## config.mk

```make
export PLATFORM = sky130hd
export DESIGN_NAME = blk_d7afa3
export DESIGN_NICKNAME = d
export VERILOG_FILES = /design/src/rtl/arf104b256e1r1w0cbbehcaa4acw_bcam_mbist_pkg.sv /design/src/rtl/arf104b256e1r1w0cbbehcaa4acw_bcam_mbist_align_pipe.sv /design/src/rtl/blk_d7afa3.sv
export SDC_FILE = /design/constraint.sdc
export NUM_CORES = 1
export LEC_CHECK = 0
export ABC_AREA = 1
export CORE_UTILIZATION = 45
export DETAILED_ROUTE_END_ITERATION = 16
export PLACE_DENSITY = 0.92
export SYNTH_ARGS = -nofsm -noshare
export SYNTH_HDL_FRONTEND = slang
export SYNTH_HIERARCHICAL = 1
export SYNTH_SLANG_ARGS = --single-unit
```

## constraint.sdc

```tcl
create_clock -name bist_clk -period 3.3 [get_ports bist_clk]
set_input_delay 0.66 -clock bist_clk [delete_from_list [all_inputs] [get_ports bist_clk]]
set_output_delay 0.66 -clock bist_clk [all_outputs]
set_load 0.02 [all_outputs]
```

## src/rtl/arf104b256e1r1w0cbbehcaa4acw_bcam_mbist_pkg.sv

```systemverilog
// Shared types for the BCAM MBIST fail-capture block: FSM state encoding and
// the reference-select codes carried with each compare strobe.
package arf104b256e1r1w0cbbehcaa4acw_bcam_mbist_pkg;

  typedef enum logic [1:0] {
    ST_IDLE = 2'b00,
    ST_RUN  = 2'b01,
    ST_FAIL = 2'b10,
    ST_SAT  = 2'b11
  } cm_state_e;

  localparam logic [1:0] SEL_ALL_MATCH       = 2'b00;
  localparam logic [1:0] SEL_SINGLE_MATCH    = 2'b01;
  localparam logic [1:0] SEL_SINGLE_MISMATCH = 2'b10;
  localparam logic [1:0] SEL_ALL_MISMATCH    = 2'b11;

endpackage

```

## src/rtl/arf104b256e1r1w0cbbehcaa4acw_bcam_mbist_align_pipe.sv

```systemverilog
// Two-stage delay line that lines strobe/address up with the out-handler's
// compare data; flush empties both stages so no stale strobe survives a clear.
module arf104b256e1r1w0cbbehcaa4acw_bcam_mbist_align_pipe #(
  parameter int W = 1
) (
  input  logic         bist_clk,
  input  logic         bist_rst,
  input  logic         flush,
  input  logic [W-1:0] d,
  output logic [W-1:0] q
);

  logic [W-1:0] stage1;

  always_ff @(posedge bist_clk or posedge bist_rst) begin
    if (bist_rst) begin
      stage1 <= '0;
      q      <= '0;
    end else if (flush) begin
      stage1 <= '0;
      q      <= '0;
    end else begin
      stage1 <= d;
      q      <= stage1;
    end
  end

endmodule

```

## src/rtl/blk_d7afa3.sv

```systemverilog
// BCAM MBIST fail capture: aligns compare strobes with the compacted mismatch
// vectors, flags fails, records the first failing entry and counts fails.
module blk_d7afa3
  import arf104b256e1r1w0cbbehcaa4acw_bcam_mbist_pkg::*;
#(
  parameter int RF_ENTRIES = 128,
  parameter int RF_DWIDTH  = 72,
  parameter int RF_AWIDTH  = 7,
  parameter int RD_PORTS   = 1,
  parameter int CNT_WIDTH  = 8
) (
  input  logic                          bist_clk,
  input  logic                          bist_rst,
  input  logic                          BIST_CM_MODE_RF_IN,
  input  logic                          BIST_CMP_EN_RF_IN,
  input  logic [1:0]                    BIST_CM_MATCH_SEL_RF_IN,
  input  logic [RF_AWIDTH-1:0]          BIST_RD_ADDR_RF_IN_P0,
  input  logic                          BIST_CLR_RF_IN,
  input  logic [RF_DWIDTH*RD_PORTS-1:0] RD_DATA_RF_OUT,
  output logic                          CM_FAIL_PULSE,
  output logic                          CM_FAIL_STICKY,
  output logic [RF_AWIDTH-1:0]          CM_FIRST_FAIL_ADDR,
  output logic [RF_DWIDTH-1:0]          CM_FIRST_FAIL_VEC,
  output logic [1:0]                    CM_FIRST_FAIL_SEL,
  output logic [CNT_WIDTH-1:0]          CM_FAIL_CNT,
  output logic [1:0]                    CM_STATE
);

  localparam int PW = 4 + RF_AWIDTH;
  localparam int unsigned ENTRIES = RF_ENTRIES;
  localparam logic [CNT_WIDTH-1:0] CNT_MAX = '1;
  localparam logic [CNT_WIDTH-1:0] CNT_PRE = ~(CNT_WIDTH'(1));

  logic [PW-1:0]        pipe_d;
  logic [PW-1:0]        pipe_q;
  logic                 en_2d;
  logic                 mode_2d;
  logic [1:0]           sel_2d;
  logic [RF_AWIDTH-1:0] addr_2d;
  logic [RF_DWIDTH-1:0] merged_vec;
  logic                 addr_ok;
  logic                 err;
  logic                 near_max;
  cm_state_e            state;

  assign pipe_d = {BIST_CMP_EN_RF_IN, BIST_CM_MODE_RF_IN, BIST_CM_MATCH_SEL_RF_IN,
                   BIST_RD_ADDR_RF_IN_P0};
  assign {en_2d, mode_2d, sel_2d, addr_2d} = pipe_q;

  arf104b256e1r1w0cbbehcaa4acw_bcam_mbist_align_pipe #(.W(PW)) u_align (
    .bist_clk (bist_clk),
    .bist_rst (bist_rst),
    .flush    (BIST_CLR_RF_IN),
    .d        (pipe_d),
    .q        (pipe_q)
  );

  always_comb begin
    merged_vec = '0;
    for (int p = 0; p < RD_PORTS; p++) begin
      merged_vec = merged_vec | RD_DATA_RF_OUT[p*RF_DWIDTH +: RF_DWIDTH];
    end
  end

  // Addresses beyond the populated entries have no CAM row behind them.
  assign addr_ok  = (32'(addr_2d) < ENTRIES);
  assign err      = en_2d & mode_2d & addr_ok & (|merged_vec);
  assign near_max = (CM_FAIL_CNT == CNT_PRE);
  assign CM_STATE = state;

  always_ff @(posedge bist_clk or posedge bist_rst) begin
    if (bist_rst) begin
      CM_FAIL_PULSE      <= 1'b0;
      CM_FAIL_STICKY     <= 1'b0;
      CM_FIRST_FAIL_ADDR <= '0;
      CM_FIRST_FAIL_VEC  <= '0;
      CM_FIRST_FAIL_SEL  <= 2'b00;
      CM_FAIL_CNT        <= '0;
      state              <= ST_IDLE;
    end else if (BIST_CLR_RF_IN) begin
      CM_FAIL_PULSE      <= 1'b0;
      CM_FAIL_STICKY     <= 1'b0;
      CM_FIRST_FAIL_ADDR <= '0;
      CM_FIRST_FAIL_VEC  <= '0;
      CM_FIRST_FAIL_SEL  <= 2'b00;
      CM_FAIL_CNT        <= '0;
      state              <= ST_IDLE;
    end else begin
      CM_FAIL_PULSE <= err;
      if (err) begin
        CM_FAIL_STICKY <= 1'b1;
        if (!CM_FAIL_STICKY) begin
          CM_FIRST_FAIL_ADDR <= addr_2d;
          CM_FIRST_FAIL_VEC  <= merged_vec;
          CM_FIRST_FAIL_SEL  <= sel_2d;
        end
        if (CM_FAIL_CNT != CNT_MAX) CM_FAIL_CNT <= CM_FAIL_CNT + CNT_WIDTH'(1);
      end
      case (state)
        ST_IDLE: begin
          if (err)        state <= near_max ? ST_SAT : ST_FAIL;
          else if (en_2d) state <= ST_RUN;
        end
        ST_RUN:  if (err) state <= near_max ? ST_SAT : ST_FAIL;
        ST_FAIL: if (err && near_max) state <= ST_SAT;
        ST_SAT:  state <= ST_SAT;
        default: state <= ST_IDLE;
      endcase
    end
  end

endmodule
```

# Word level (Yosys, flattened, before mapping)
# Cells that the tools add are included.
# W data, S select, Z words.
[word_totals]
reg_bits = 115
word_cells = 53
[op_classes]
addsub = 1
eq_ne = 9
muxes = 24
bitwise = 2
reduce_logical = 8
[op_table]
columns = ["cell", "count"]
rows = [
  ["$mux W72", 3],
  ["$reduce_or A72 Y1", 1],
  ["$mux W8", 3],
  ["$mux W11", 2],
  ["$mux W7", 3],
  ["$mux W2", 8],
  ["$add A8 B1 Y8 const B", 1],
  ["$eq A8 B8 Y1 const B", 1],
  ["$ne A8 B8 Y1 const B", 1],
  ["$pmux W2 S4", 1],
  ["$ne A3 B3 Y1 const B", 2],
  ["$eq A2 B2 Y1 const B", 2],
  ["$mux W1", 4],
  ["$ne A4 B3 Y1 const B", 1],
  ["$reduce_and A2 Y1", 2],
  ["$reduce_bool A2 Y1", 2],
  ["$reduce_and A3 Y1", 1],
  ["$and A1 B1 Y1", 2],
  ["$eq A2 B1 Y1 const B", 1],
  ["$logic_not A2 Y1", 1],
  ["$ne A2 B2 Y1 const B", 1],
  ["$logic_and A1 B1 Y1", 1],
]

# Depth between registers and ports, before layout
# Gate-level depths: netlist of run 1.
[depth]
word_depth = 6
ltp_mapped = 13
mapped_depth_nobuf = 12

# By module
# Netlist of run 1, hierarchy kept.
[by_module_without_submodules]
columns = ["module", "n_inst", "cells_per_inst", "area_per_inst_um2"]
rows = [
  ["blk_d7afa3", 1, 501, 4179.0],
  ["arf104b256e1r1w0cbbehcaa4acw_bcam_mbist_align_pipe", 1, 69, 742.0],
]

# Worst setup path after synthesis of run 1
# OpenSTA, ideal clock, no wires.
[synth_path]
path_kind = "input -> register"
from = "in RD_DATA_RF_OUT[55]"
to = "reg CM_FIRST_FAIL_SEL[1]"
arrival_time_ns = 1.700
t_required_ns = 3.172
slack_ns = 1.472
cell_stages = 13
cell_sequence = "nor2_1 nand2_1 nor2_1 nand2_1 nor2_1 nand3_2 nand2_4 inv_2 nand2_4 nor2_8 buf_6 nand2_1 o21ai_2"
[synth_between]
elab_chain_cells = 4
[synth_rtl]
columns = ["item", "line", "rtl"]
rows = [
  ["start: declaration", "blk_d7afa3.sv:19", "input logic [RF_DWIDTH*RD_PORTS-1:0] RD_DATA_RF_OUT,"],
  ["$reduce_or A72 Y1", "blk_d7afa3.sv:67", "assign err = en_2d & mode_2d & addr_ok & (|merged_vec);"],
  ["$and A1 B1 Y1", "blk_d7afa3.sv:67", ""],
  ["$reduce_bool A2 Y1 (no line)", "-", ""],
  ["$reduce_and A2 Y1 (no line)", "-", ""],
  ["end signal: assignment", "blk_d7afa3.sv:95", "CM_FIRST_FAIL_SEL <= sel_2d;"],
  ["end: declaration", "blk_d7afa3.sv:24", "output logic [1:0] CM_FIRST_FAIL_SEL,"],
]
# Every way passes these cells.
# A chain may end at the register's enable or synchronous reset.

# Worst setup path in the final report of run 1
[layout_path]
from = "in RD_DATA_RF_OUT[49]"
to = "reg CM_FIRST_FAIL_VEC[42]"
[layout_between]
elab_chain_cells = 4
[layout_rtl]
columns = ["item", "line", "rtl"]
rows = [
  ["$reduce_or A72 Y1", "blk_d7afa3.sv:67", ""],
  ["$and A1 B1 Y1", "blk_d7afa3.sv:67", ""],
  ["$reduce_bool A2 Y1 (no line)", "-", ""],
  ["$reduce_and A2 Y1 (no line)", "-", ""],
  ["end signal: assignment", "blk_d7afa3.sv:94", "CM_FIRST_FAIL_VEC <= merged_vec;"],
  ["end: declaration", "blk_d7afa3.sv:23", "output logic [RF_DWIDTH-1:0] CM_FIRST_FAIL_VEC,"],
]
# Every way passes these cells.

==> run_results.csv, run 1 <==
group,metric,value,unit
route,wl,12600,microns
place,hpwl,9010,microns
sta,final_hold_viol_count,0,
global_routing,grt_pass1_wl,20600,microns
sta,slew_headroom,30.2,%
global_routing,grt_pass1_vias,4276,
die,die_x,107,microns
pwr,p_leak,3.17,nW
layout,fin_cells,899,
logic_synthesis,synth.most_common_cell,"inv_1",
cts,clock_latency,500,ps
flow_run,maxCapViolCount,0,
sta,hold_slack,456,ps
die,num_io_pins,179,
route,via_per_inst,4.75,
place,finalWeightedCongestion,0.857,
global_routing,grt_overflow,0,
route,drc,0,
logic_synthesis,yosysWarnings,6,
worst_hold_path,hp-class,"register to register",
sta,finalCritPeriodShare,76.3,%
global_routing,grt_antenna_before_repair,0,
cts,cts_resized,0,
worst_setup_path,path_class,"input pin to register",
die,die_height,107,microns
sta,drv_slew,0,
cts,clockRootBuffer,"clkbuf_8",
logic_synthesis,yosys-top-cells-area,"dfrtp_1 58%, inv_1 9.2%, o21ai_1 8.7%, nand2_1 8.7%, nor2_1 5.9%",
logic_synthesis,ys_ff_latch,115,
layout,diodes,0,
cts,cts_made_buffers,17,
worst_setup_path,endpoint_kind,"register",
die,start_util,47.0,%
worst_setup_path,start_kind,"input pin",
worst_setup_path,critPathLaunch,"RD_DATA_RF_OUT[49]",
route,dr.pass1.iters,5,
logic_synthesis,ys.flop_type,"dfrtp_1",
sta,fmax,397,MHz
logic_synthesis,synthDominantCellAreaShare,58.5,%
logic_synthesis,synth.top_cells.by_count,"120 x inv_1, 115 x dfrtp_1, 114 x nand2_1",
route,drt-wirelength-per-cell,14.1,microns
worst_hold_path,hp-start,"u_align/stage1[7]",
sta,fin_skew,11.3,ps
logic_synthesis,synthArstFlopShare,100,%
pwr,powerDensity,486,nW/um^2
cts,post_cts.repair.setup_buffers,0,
logic_synthesis,synthCells,570,
worst_setup_path,r2r_start,"u_align/q[10]",
cts,clk_path_buf_depth,2,
sta,worst_slew_pin_slew,1050,ps
worst_setup_path,crit_required,3700,ps
sta,rsz0062_at_grt,"false",
global_routing,grt_use_total,23.7,%
outcome,status,"complete, no violations",
sta,fin_tns_setup,0,ps
global_routing,grt_start_max_net_pins,82,
logic_synthesis,synthDistinctLibCells,25,
die,rows,37,
die,dieArea,11400,sq um
logic_synthesis,synthesis.area,4920,sq um
route,initialDrtViolationCount,268,
die,fp.coreArea,10500,sq um
cts,htree_levels,4,
logic_synthesis,avgSynthCellArea,8.63,sq um
layout,nets,839,
logic_synthesis,ys_seq_area_share,58.5,%
logic_synthesis,synth_top_area_cell,"dfrtp_1",
sta,layout_min_cycle_time,2520,ps
layout,areaGrowthSynthToFinish,49.3,%
logic_synthesis,synth_fp_nets,658,
route,vias,4272,
sta,setup_viol,0,
layout,drive_gt1_share,6.03,%
cts,cts_tree,"done",
worst_setup_path,cp_max_fo,81,
cts,clk_pin_slew,60,ps
cts,hold_buffers,0,
worst_setup_path,cp_data_arrival_time,2920,ps
pwr,vdd_drop_max,0.000295,V
logic_synthesis,synth_edf_count,0,
place,dp.cells,868,
place,io_buffers,178,
cts,clock-sinks,115,
route,postRouteAntennaNets,0,
[area by class of cell]
type                       count  area [sq um]
fill                         781          3120
tap                          136           170
timing repair buffer         182          1840
inverter                     122           460
multi-input combinational    313          1430
clock inverter                14           156
clock buffer                  17           414
sequential                   115          2880
[layout by cell type (no fill, tap or decap)]
master,netlist,routed
buf_12,0,2
nor3b_1,1,1
nand3_1,9,9
clkinv_4,0,5
nor2_1,77,77
clkinv_2,0,1
o21ai_4,1,1
inv_1,120,119
nor3_1,1,1
clkinvlp_4,0,4
inv_2,1,1
inv_4,0,1
clkbuf_8,0,1
o21bai_1,1,1
xor2_1,6,6
bufinv_16,0,2
clkdlybuf4s50_1,0,178
clkinv_1,1,1
dfrtp_1,115,115
nor2_8,1,1
o21ai_0,3,3
o21ai_1,86,86
inv_6,0,2
o21ai_2,3,3
buf_4,0,2
ha_1,2,2
clkbuf_16,0,16
nand2_4,2,2
nor2_2,1,1
nand4_1,4,4
nand3_2,1,1
nand2_1,114,114
[cells by family (layout without fill, tap and decap cells)]
kind of cell | Yosys count | after routing | synth area share (%)
adder cells (fa/ha/maj) | 2 | 2 | 0.508
flip-flops | 115 | 115 | 58.5
buffers and inverters | 142 | 335 | 12.4
AND/OR/NAND/NOR | 211 | 211 | 17.4
XOR/XNOR | 6 | 6 | 1.07
AO/OA/AOI/OAI | 94 | 94 | 10.1
[path summary, 6_finish.rpt]
kind | end | slack, ps | cells after the start
worst min register to register | u_align/q[7] | 460 | 2
worst min-delay path | u_align/q[7] | 460 | 2
min in group asynchronous | CM_FIRST_FAIL_VEC[69] | 580 | 2
max in group asynchronous | CM_FIRST_FAIL_VEC[65] | 2050 | 3
worst max-delay path | CM_FIRST_FAIL_VEC[42] | 780 | 13
worst max register to register | CM_FIRST_FAIL_VEC[42] | 1360 | 8
[state kept, by name, summed over array words and instances, names as in the netlist]
signal / flops
CM_FIRST_FAIL_SEL: 2
CM_FAIL_STICKY: 1
CM_STATE: 2
CM_FAIL_PULSE: 1
u_align/stage1: 11
CM_FIRST_FAIL_VEC: 72
CM_FIRST_FAIL_ADDR: 7
CM_FAIL_CNT: 8
u_align/q: 11
[worst max-delay path, cell delays in order]
cell and delay (ps):
clkdlybuf4s50_1 510, nor2_1 80, nand2_1 50, nor2_1 50
nand2_1 80, nor2_1 60, nand3_2 100, nand2_4 90
inv_2 70, nand2_4 70, nor2_8 760, nand2_1 140
o21ai_1 150
[where the power goes]
group	leakage (nW)	internal (W)	switching, W
registers	1.58	0.00145	0.0000315
logic	1.32	0.000176	0.000183
clock network	0.267	0.00108	0.000655
total	3.17	0.00270	0.000870
[through the flow]
| stage | utilization [%] | power, W | worst slack, ps | area (sq um) |
|---|---|---|---|---|
| 3_5_place_dp | 64.8 | 0.00186 | 280 | 6780 |
| 4_1_cts | 70.2 | 0.00359 | 794 | 7350 |
| 3_3_place_gp | 64.8 | 0.00185 | 256 | 6780 |
| 2_1_floorplan | - | 0.00165 | 220 | 4920 |
| 6_report | 70.2 | 0.00357 | 781 | 7350 |
| 5_1_grt | 70.2 | 0.00371 | 590 | 7350 |
[layer usage]
layer | vias to the layer above | wire (microns) | share of wire, % | global-route usage, %
met3 | 39 | 655 | 5.2 | 4.56
li1 | 2087 | - | - | -
met4 | 0 | 458 | 3.6 | 12.0
met2 | 177 | 6270 | 50 | 40.3
met1 | 1969 | 5250 | 42 | 28.8
met5 | - | 0 | 0 | 0
No activity file was read; power rests on OpenSTA's default activity.
==> run 2: changes to the inputs <==
--- a/config.mk
+++ b/config.mk
@@ -6,9 +6,9 @@
 export NUM_CORES = 1
 export LEC_CHECK = 0
 export ABC_AREA = 1
-export CORE_UTILIZATION = 45
+export CORE_UTILIZATION = 40
 export DETAILED_ROUTE_END_ITERATION = 16
-export PLACE_DENSITY = 0.92
+export PLACE_DENSITY = 0.87
 export SYNTH_ARGS = -nofsm -noshare
 export SYNTH_HDL_FRONTEND = slang
 export SYNTH_HIERARCHICAL = 1
==> constraint.sdc (replaced) <==
create_clock -name bist_clk -period 2 [get_ports bist_clk]
set_input_delay 0.4 -clock bist_clk [delete_from_list [all_inputs] [get_ports bist_clk]]
set_output_delay 0.4 -clock bist_clk [all_outputs]
set_load 0.02 [all_outputs]
==> run_results.csv, run 2 (synthesis gave the netlist of run 1 again) <==
group,metric,value,unit
sta,finalCritPeriodShare,97.6,%
worst_setup_path,endpoint_kind,"register",
pwr,combinationalPowerShare,10.3,%
layout,largest_register,"CM_FIRST_FAIL_VEC",
route,dr.pass1.iters,4,
layout,final-seq-area,2880,sq um
pwr,powerDensity,803,nW/um^2
sta,slew_headroom,66.8,%
worst_setup_path,worstPathCellList,"clkdlybuf4s50_1 -> nor2_2 -> nand2_1 -> nor2_2 -> nand2_1 -> nor2_1 -> nand3_2 -> nand2_4 -> buf_4 -> o21ai_4 -> buf_12 -> o21ai_1",
place,dp.cells,905,
route,initialDrtViolationCount,236,
cts,clock_latency,400,ps
die,die_height,113,microns
layout,fin_cells,943,
worst_setup_path,cpPeakStageDelay,440,ps
route,postRouteAntennaNets,0,
sta,worst_slew_pin_slew,498,ps
place,preCtsSetupSlack,-747,ps
worst_setup_path,worst-path-buf-inv,3,
die,start_util,41.0,%
worst_setup_path,cp_slowest_cell,"clkdlybuf4s50_1",
pwr,p_leak,3.36,nW
route,wl,14000,microns
layout,layout_commonest_cell,"clkdlybuf4s50_1",
worst_setup_path,start_kind,"input pin",
pwr,vdd_drop_max,0.000447,V
worst_setup_path,cp_data_arrival_time,2270,ps
cts,clockRootBuffer,"clkbuf_16",
place,hpwl,8760,microns
worst_setup_path,cp_top_family,"simple AND/OR/NAND/NOR gates",
global_routing,grt_antenna_before_repair,0,
sta,fmax,512,MHz
cts,clk_pin_slew,50,ps
worst_setup_path,cp_max_fo,39,
cts,cts_tree,"done",
worst_hold_path,hp-class,"input pin to register",
global_routing,grt_overflow,0,
pwr,switching_share,23.3,%
sta,fin_skew,5.52,ps
die,num_io_pins,179,
sta,setup_slack,48.3,ps
worst_setup_path,r2r_start,"CM_FAIL_CNT[1]",
worst_setup_path,critPathLaunch,"RD_DATA_RF_OUT[47]",
cts,clock-sinks,115,
cts,post_cts.repair.setup_buffers,0,
layout,largestRegisters,"CM_FIRST_FAIL_VEC (72), u_align/q (11), u_align/stage1 (11)",
flow_run,maxCapViolCount,0,
sta,layout_min_cycle_time,1950,ps
route,drc,0,
pwr,internal_power,0.00477,W
cts,cts_made_buffers,17,
route,vias,4350,
outcome,status,"complete, no violations",
layout,largest_register_ffs,72,
die,fp.coreArea,12000,sq um
place,finalWeightedCongestion,0.801,
sta,final_hold_viol_count,0,
route,drt-wirelength-per-cell,14.9,microns
layout,drive_gt1_share,11.3,%
layout,mostFrequentLayoutCells,"175 x clkdlybuf4s50_1, 119 x inv_1, 114 x dfrtp_1, 114 x nand2_1, 80 x o21ai_1",
pwr,p_clk_share,50.5,%
global_routing,grt_use_total,22.2,%
pwr,total_power,0.00621,W
pwr,p_switching,0.00144,W
pwr,seq_power_share,39.2,%
sta,setup_viol,0,
global_routing,grt_pass1_wl,21400,microns
sta,drv_slew,0,
route,via_per_inst,4.61,
place,io_buffers,178,
layout,fill_cells,899,
global_routing,grt_pass1_vias,4354,
worst_setup_path,crit_required,2320,ps
global_routing,grt_start_max_net_pins,94,
cts,clk_path_buf_depth,2,
layout,nets,871,
cts,htree_levels,4,
layout,areaGrowthSynthToFinish,57.2,%
worst_setup_path,path_class,"input pin to register",
die,die_x,113,microns
die,rows,40,
worst_hold_path,hp-start,"RD_DATA_RF_OUT[45]",
die,dieArea,12700,sq um
layout,multi_input_area,1550,sq um
layout,diodes,0,
worst_setup_path,r2r_slack,490,ps
==> run 2: cell count changes in the layout (fill, tap and decap cells not counted), sizes merged <==
| cell | delta |
|---|---|
| buf | +26 |
| nor2 | +6 |
| clkbuf | +3 |
| clkdlybuf4s50 | -3 |
| dlygate4sd2 | +2 |
| inv | -2 |
| bufinv | +1 |
| clkinv | -1 |
| dlymetal6s2s | +1 |
==> run 2: final timing paths <==
| check | endpoint | cells past startpoint |
|---|---|---|
| worst max register to register | CM_FAIL_CNT[5] | 6 |
| max in group asynchronous | CM_FAIL_STICKY | 3 |
| worst min-delay path | CM_FIRST_FAIL_VEC[45] | 3 |
| worst max-delay path | CM_FIRST_FAIL_VEC[39] | 12 |
| min in group asynchronous | u_align/stage1[9] | 3 |
| worst min register to register | CM_FIRST_FAIL_SEL[1] | 2 |
==> run 2: power groups by stage <==
stage               registers (W)  logic [W]  clock network (W)
finish                    0.00243   0.000641            0.00313
global route              0.00244   0.000694            0.00331
CTS                       0.00243   0.000637            0.00318
detailed placement        0.00247   0.000621                  0
global placement          0.00247   0.000611                  0
floorplan                 0.00251   0.000211                  0
==> run 2: layout make-up <==
type	instances	area share (%)
clock buffers	20	6.03
clock inverters	12	1.99
inverters	122	5.97
multi-input cells	319	20.0
flip-flops and latches	115	37.2
well taps	147	2.38
repair buffers	208	26.4
==> run 2: what timing repair did <==
item                       in CTS  in global routing
hold buffers                    0                  0
pin swaps                       5                  5
gates cloned                    2                  4
setup endpoints to repair      82                 89
resized for setup               4                 16
==> run 2: worst reg2reg max path, delay by kind of cell (launching register included) <==
kind	cells	cell delay, ps
compound gates	2	450
fa+ha+maj	1	240
flops	1	410
simple gates	3	330
==> run 2: layer usage <==
metal | global-route usage (%) | routed length [microns]
met1 | 25.8 | 5870
met2 | 38.6 | 7180
met3 | 6.05 | 634
met4 | 9.82 | 334
met5 | 0 | 0
==> run 2: through the flow <==
stage                     cell area, sq um  TNS [ps]  util (%)  hold WS, ps
after floorplan                       4920         0         -          389
after global placement                7000    -53130      58.3          441
after detailed placement              7000    -57620      58.3          443
after CTS                             7640      -350      63.6          401
after global routing                  7740     -22.2      64.4          340
final                                 7740         0      64.4          352
